**src/rtl/dcim_product_accumulator.sv**
```systemverilog
// Sums the DCIM product stream over ACC_LEN-product windows and queues each completed
// dot product in a small valid/ready result FIFO; results that find the FIFO full are dropped.
module dcim_product_accumulator #(
    parameter int PROD_WIDTH = 64,
    parameter int ACC_LEN    = 64,
    parameter int CNT_WIDTH  = 6,
    parameter int ACC_WIDTH  = 72,
    parameter int FIFO_DEPTH = 2
) (
    input  logic                  clk,
    input  logic                  rst_n,
    input  logic                  en,
    input  logic                  clr,
    input  logic [PROD_WIDTH-1:0] prod_in,
    input  logic                  prod_valid,
    output logic [ACC_WIDTH-1:0]  res_data,
    output logic                  res_valid,
    input  logic                  res_ready,
    output logic [CNT_WIDTH-1:0]  win_cnt,
    output logic                  busy,
    output logic                  ovf
);

    localparam int PTR_WIDTH = $clog2(FIFO_DEPTH);
    localparam logic [CNT_WIDTH-1:0] LAST_CNT = CNT_WIDTH'(ACC_LEN - 1);
    localparam logic [PTR_WIDTH:0]   FULL_CNT = (PTR_WIDTH + 1)'(FIFO_DEPTH);

    typedef enum logic {IDLE, ACCUM} state_t;

    state_t                 state;
    logic [ACC_WIDTH-1:0]   acc;
    logic [ACC_WIDTH-1:0]   prod_ext;
    logic [ACC_WIDTH-1:0]   sum;
    logic [ACC_WIDTH-1:0]   mem [FIFO_DEPTH];
    logic [PTR_WIDTH-1:0]   rd_ptr;
    logic [PTR_WIDTH-1:0]   wr_ptr;
    logic [PTR_WIDTH:0]     fill;
    logic                   accept;
    logic                   last;
    logic                   push;
    logic                   pop;
    logic                   full;
    logic                   do_push;

    assign prod_ext  = ACC_WIDTH'(prod_in);
    assign sum       = acc + prod_ext;
    assign accept    = en & prod_valid & ~clr;
    assign last      = (state == ACCUM) && (win_cnt == LAST_CNT);
    assign push      = accept & last;
    assign res_valid = (fill != '0);
    assign pop       = res_valid & res_ready;
    assign full      = (fill == FULL_CNT);
    // A pop in the same cycle frees the slot, so a full FIFO only drops when nobody reads.
    assign do_push   = push & (~full | pop);
    assign res_data  = res_valid ? mem[rd_ptr] : '0;
    assign busy      = (state == ACCUM);

    always_ff @(posedge clk or negedge rst_n) begin
        if (!rst_n) begin
            state   <= IDLE;
            acc     <= '0;
            win_cnt <= '0;
            ovf     <= 1'b0;
            rd_ptr  <= '0;
            wr_ptr  <= '0;
            fill    <= '0;
        end else if (clr) begin
            state   <= IDLE;
            acc     <= '0;
            win_cnt <= '0;
            ovf     <= 1'b0;
            rd_ptr  <= '0;
            wr_ptr  <= '0;
            fill    <= '0;
        end else begin
            if (accept) begin
                case (state)
                    IDLE: begin
                        state   <= ACCUM;
                        acc     <= prod_ext;
                        win_cnt <= CNT_WIDTH'(1);
                    end
                    ACCUM: begin
                        if (last) begin
                            state   <= IDLE;
                            acc     <= '0;
                            win_cnt <= '0;
                        end else begin
                            acc     <= sum;
                            win_cnt <= win_cnt + CNT_WIDTH'(1);
                        end
                    end
                    default: state <= IDLE;
                endcase
            end
            if (push && !do_push) begin
                ovf <= 1'b1;
            end
            if (do_push) begin
                wr_ptr <= wr_ptr + PTR_WIDTH'(1);
            end
            if (pop) begin
                rd_ptr <= rd_ptr + PTR_WIDTH'(1);
            end
            case ({do_push, pop})
                2'b10:   fill <= fill + (PTR_WIDTH + 1)'(1);
                2'b01:   fill <= fill - (PTR_WIDTH + 1)'(1);
                default: fill <= fill;
            endcase
        end
    end

    // Storage needs no reset; res_data is masked to zero whenever the FIFO is empty.
    always_ff @(posedge clk) begin
        if (do_push && !clr) begin
            mem[wr_ptr] <= sum;
        end
    end

endmodule

```
**config.mk**
```make
export PLATFORM = sky130hd
export DESIGN_NAME = dcim_product_accumulator
export DESIGN_NICKNAME = d
export VERILOG_FILES = /design/src/rtl/dcim_product_accumulator.sv
export SDC_FILE = /design/constraint.sdc
export NUM_CORES = 1
export LEC_CHECK = 0
export CELL_PAD_IN_SITES_DETAIL_PLACEMENT = 2
export CELL_PAD_IN_SITES_GLOBAL_PLACEMENT = 2
export CORE_ASPECT_RATIO = 1.5
export CORE_MARGIN = 3
export CORE_UTILIZATION = 33
export CTS_CLUSTER_SIZE = 25
export DETAILED_ROUTE_END_ITERATION = 6
export PLACE_DENSITY = 0.8
export SKIP_CTS_REPAIR_TIMING = 1
export SYNTH_ARGS = -nofsm -noshare
export SYNTH_HDL_FRONTEND = slang
export SYNTH_SLANG_ARGS = --single-unit
```
**constraint.sdc**
```tcl
create_clock -name clk -period 5.4 [get_ports clk]
set_input_delay 1.08 -clock clk [delete_from_list [all_inputs] [get_ports clk]]
set_output_delay 1.08 -clock clk [all_outputs]
set_load 0.05 [all_outputs]
```
# Word-level counts from Yosys, hierarchy flattened

Memory sizes are Yosys's and may differ from the RTL's.
Index checks and enable logic that the tools add are counted.

Add/subtract/negate cells: 6
Equal/unequal tests: 4
Mux-type cells: 23
Bitwise operators: 9
Reduce and logical (&&, ||, !) cells: 11

Operators by type and width:

| kind                                                               | count |
|---|---|
| 72-bit 2-to-1 mux                                                  | 4 |
| 72-bit case mux with 2 select lines                                | 1 |
| 72-bit by 64-bit adder with 72-bit output                          | 1 |
| 6-bit 2-to-1 mux                                                   | 3 |
| 6-bit case mux with 2 select lines                                 | 1 |
| 1-bit 2-to-1 mux                                                   | 11 |
| 2-bit nonzero test                                                 | 5 |
| 6-bit by 1-bit adder with 6-bit output, second input constant      | 1 |
| 6-bit == test, second input constant                               | 1 |
| 1-bit AND                                                          | 5 |
| 2-bit == test, second input constant                               | 2 |
| 2-bit case mux with 2 select lines                                 | 1 |
| 1-bit logical AND                                                  | 3 |
| 1-bit NOT                                                          | 3 |
| 3-bit nonzero test                                                 | 1 |
| 1-bit adder, second input constant                                 | 2 |
| 2-bit by 1-bit adder with 2-bit output, second input constant      | 1 |
| 2-bit by 1-bit == test with 1-bit output, second input constant    | 1 |
| 1-bit logical NOT                                                  | 2 |
| 2-bit 2-to-1 mux                                                   | 1 |
| 1-bit case mux with 2 select lines                                 | 1 |
| 2-bit by 1-bit subtractor with 2-bit output, second input constant | 1 |
| 1-bit bitwise OR                                                   | 1 |

Bits in registers: 84
Memory bits (writable): 144
Input bits: 70
Output and inout bits: 81
Word-level logic and storage cells: 61
Memories kept: 1

Memories:

| name | words | width | rd ports | clocked after memory_dff | write ports | line | source |
|---|---|---|---|---|---|---|---|
| mem  | 2     | 72    | 1        | 0                        | 1           | 34   | `logic [ACC_WIDTH-1:0] mem [FIFO_DEPTH];` |

# Logic depth before layout (Yosys ltp)

Word-level depth: 8
Gate-level depth with buffers: 13
Depth with buffers taken out: 13

# Worst setup path after synthesis

Ideal clock, no wire load.

Path type: flip-flop to flip-flop
Start point: register win_cnt[0]
End point: memory mem[0][0], enable pin
Setup time: 0.503 ns
Data arrival time: 4.905 ns
Data required time: 4.897 ns
Slack: -0.008 ns
Cell stages (with the launch flop): 7
Buffers on the path: 0
Period minus slack after synthesis: 5.408 ns
Cells stage by stage: dfrtp_1 > ha_1 > nand3_1 > or2_2 > nor3_1 > nand2_1 > nor2_1

Cells in the longest elaborated chain, start to end: 7

RTL lines:

| element                                | line | source |
|---|---|---|
| start: declaration                     | 19   | `output logic [CNT_WIDTH-1:0] win_cnt,` |
| start signal: assignment               | 90   | `win_cnt <= win_cnt + CNT_WIDTH'(1);` |
| 6-bit == test                          | 48   | `assign last = (state == ACCUM) && (win_cnt == LAST_CNT);` |
| 1-bit logical AND                      | 48   |  |
| 1-bit AND                              | 49   | `assign push = accept & last;` |
| 1-bit AND                              | 54   | `assign do_push = push & (~full \| pop);` |
| 1-bit logical AND                      | 115  | `if (do_push && !clr) begin` |
| 1-bit 2-to-1 mux                       | 115  |  |
| 1-bit 2-to-1 mux (implied by the code) | 116  | `mem[wr_ptr] <= sum;` |
| end: declaration                       | 34   |  |

Every way passes these cells.

# Final worst setup path

Start point: input port prod_in[0]
End point: register acc[40]

Cells in the longest elaborated chain, start to end: 5

RTL lines:

| element                                   | line | source |
|---|---|---|
| start: declaration                        | 14   | `input logic [PROD_WIDTH-1:0] prod_in,` |
| 72-bit by 64-bit adder with 72-bit output | 46   | `assign sum = acc + prod_ext;` |
| named net sum[40]                         | 33   | `logic [ACC_WIDTH-1:0] sum;` |
| 72-bit 2-to-1 mux                         | 84   | `if (last) begin` |
| 72-bit case mux with 2 select lines       | 77   | `case (state)` |
| 72-bit 2-to-1 mux                         | 76   | `if (accept) begin` |
| 72-bit 2-to-1 mux                         | 67   | `end else if (clr) begin` |
| end signal: assignment                    | 80   | `acc <= prod_ext;` |
| end signal: assignment                    | 89   | `acc <= sum;` |
| end: declaration                          | 31   | `logic [ACC_WIDTH-1:0] acc;` |

The timed path passes the listed nets, and every way through them passes these cells. The select of a mux whose other input is x is not followed.
A chain may end at the register's enable or synchronous reset.

==> results.yml <==
cells_and_area:
  final_layout_size_suffix_gt1_share_pct: 6.30
  fin_util_pct: 41.1
  nFillCells: 4075
  synthToLayoutAreaGrowth_pct: 21.7
  antenna_cells: 0
  fin_nets: 1531
  layout_common_cells: "nand2_1, clkdlybuf4s50_1, edfxtp_1"
  mostFrequentLayoutCell: "nand2_1"
setup_path:
  critPathTopFamily: "compound AO/OA/AOI/OAI gates"
  crit_arrival_ps: 4660
  reg2reg_to: "mem[0][38]"
  start_kind: "input port"
  reg2reg_from: "win_cnt[0]"
  crit_path_end: "acc[40]"
  crit_cells: 14
  cp-startpoint: "prod_in[0]"
  path_buf_inv: 2
  crit_top_cell: "a211oi_2"
  worstSetupEndpointType: "flip-flop"
  max_stage_delay_ps: 510
  slowest_stage: "clkdlybuf4s50_1"
  cp.required_ps: 5880
  path_cells: "clkdlybuf4s50_1 -> ha_1 -> inv_1 -> fa_1 -> nand2b_1 -> a21oi_1 -> o2111ai_1 -> a211oi_2 -> a211oi_2 -> o41ai_4 -> nand3_2 -> o21ai_2 -> xor2_1 -> a21o_1"
  crit_type: "in2reg"
  rr_worst_depth: 7
  worstPathMaxFanout: 4
  rrSetupSlack_ps: 1880
synth:
  synth_nets: 1416
  synthArstFlopShare_pct: 36.8
  avgSynthCellArea_um2: 10.3
  synth_cells: 1280
  ys_seq_elements: 228
  synth-edff-count: 144
  ys_warn_count: 0
  synthFlopType: "edfxtp_1"
  yosysSeqAreaShare_pct: 48.9
  syn_area_mm2: 0.0131
  synth_cell_types: 75
cts:
  cts_max_path_buffers: 3
  clockRootBuffer: "clkbuf_16"
  clk_pin_slew_ps: 60
  clock-sinks: 228
  cts_buffers: 24
  worstSkewPairLatency_ps: 540
  cts_tree: "built"
  cts.htree.levels: 1
global_routing:
  grt_max_degree: 73
  grt_pass1_vias: 11700
  grt_use_met2_pct: 38.7
  antenna_found_initial: 0
  grt.total_usage_pct: 19.9
  grtUsageMet3_pct: 1.83
  grtUsageMet1_pct: 22.8
  top_usage_layer: "met2"
  grt_overflow: 0
  grt_pass1_wl_um: 67200
floorplanning:
  fp.dieW_um: 169
  core_mm2: 0.0389
  dieArea_mm2: 0.0423
  rows: 88
  fp.dieH_um: 250
  start_util_pct: 33.8
  ios: 151
timing:
  period_needed_ps: 4190
  min_period_over_period_pct: 77.5
  slew_headroom_pct: 26.5
  setup_tns_ps: 0
  drv_slew: 0
  rsz0062_at_grt: "no"
  hold_viol: 0
  setup_violations: 0
  fmax_mhz: 239
  worst_pin_slew_ps: 1100
  finClkSkew_ps: 12.1
route:
  antenna_left: 0
  wire_per_inst_um: 22.1
  vias_per_cell: 5.48
  dr.first_iter.drc_count: 515
  route.detailed.drc: 0
  drt_pass1_iterations: 5
  vias: 10500
  routed_wl_um: 42200
power_and_ir_drop:
  p_clk_share_pct: 40.9
  vdd_drop_max_uv: 190
  seqPwrFrac_pct: 43.5
  switching_share_pct: 26.5
  p_switching_w: 0.00119
  p_int_w: 0.00330
  powerDensity_mw_per_mm2: 280
  pwr-share-comb_pct: 15.6
  power_leakage_nw: 6.38
placed_design:
  gp_routability_congestion: 0.850
  place_hpwl_um: 30800
  port_buffers: 150
status:
  outcome: "completed"
hold_path:
  hp-class: "reg2reg"
  hold_start: "acc[37]"
run:
  drv_cap: 0
worst register-to-register path: stages, from the launching register on:
cell and delay (ps):
dfrtp_1 460, ha_1 280, nand3_1 180, or2_2 360
nor3_1 470, nand2_1 220, nor2_4 600, buf_4 550
flip-flops by register name, summed over array words and instances, names as in the netlist:
register and count:
mem 144, acc 72, win_cnt 6, fill 2, busy 1, ovf 1
rd_ptr 1, wr_ptr 1
Yosys cell counts (9+ instances only):
library cell | count | area [um2]
nand2_1 | 174 | 653
o21ai_0 | 38 | 190
ha_1 | 65 | 813
o21bai_1 | 19 | 143
xnor2_1 | 46 | 403
edfxtp_1 | 144 | 4320
nor3_1 | 17 | 85.1
a22o_1 | 22 | 193
inv_1 | 24 | 90.1
dfrtp_1 | 84 | 2100
a22oi_1 | 25 | 188
o211ai_1 | 10 | 75.1
a211oi_1 | 9 | 67.6
nor2_1 | 128 | 480
nand3_1 | 31 | 155
a21oi_1 | 85 | 425
nand4_1 | 24 | 150
xor2_1 | 22 | 193
mux2i_1 | 72 | 721
a21o_1 | 57 | 428
clkbuf_1 | 57 | 214
metrics by stage:
step                      std cells  power (W)  instance area, um2  setup slack (ps)  hold slack (ps)
final                          1908    0.00448               16000              1210              505
after CTS                      1908    0.00453               16000              1220              510
after global placement         1864    0.00265               15100               826              480
after floorplan                1280    0.00242               13100              1190              461
after global routing           1908    0.00468               16000              1090              542
after detailed placement       1864    0.00268               15100               690              493
power groups by stage:
stage	logic (W)	registers [W]	clock network [W]
CTS	0.000704	0.00195	0.00187
global placement	0.000669	0.00198	0
floorplan	0.000441	0.00198	0
detailed placement	0.000697	0.00199	0
finish	0.000699	0.00195	0.00183
global route	0.000771	0.00195	0.00195
cells by family after synthesis:
| kind of cell | count (synthesis) | synth area share [%] |
|---|---|---|
| mux | 72 | 5.49 |
| flops | 228 | 48.9 |
| buf+inv | 95 | 2.87 |
| fa+ha+maj | 66 | 6.34 |
| simple gates | 413 | 13.6 |
| xor+xnor | 72 | 5.03 |
| compound gates | 334 | 17.7 |
routing by layer:
metal / vias to the layer above / wire length [um]
li1: 4905 / -
met1: 5333 / 16700
met2: 160 / 23400
met3: 56 / 1090
met4: 0 / 1020
met5: - / 0
how the worst min path moves through the flow:
| stage | endpoint | slack, ps | cells past startpoint |
|---|---|---|---|
| 6_report | acc[37] | 500 | 2 |
| 5_1_grt | acc[37] | 540 | 2 |
| 4_1_cts | acc[37] | 510 | 2 |
| 3_5_place_dp | acc[37] | 490 | 2 |
| 3_3_place_gp | acc[0] | 480 | 2 |
| 2_1_floorplan | acc[0] | 460 | 2 |
area by class of cell:
| class | count | area, um2 | share of cell area, % |
|---|---|---|---|
| clock buffers | 29 | 661 | 4.13 |
| clock inverters | 15 | 213 | 1.33 |
| inverters | 24 | 90.1 | 0.564 |
| multi-input cells | 957 | 6370 | 39.9 |
| flip-flops and latches | 228 | 6430 | 40.2 |
| well taps | 495 | 619 | 3.88 |
| repair buffers | 160 | 1600 | 10.0 |
No activity file was read; power rests on OpenSTA's default activity.
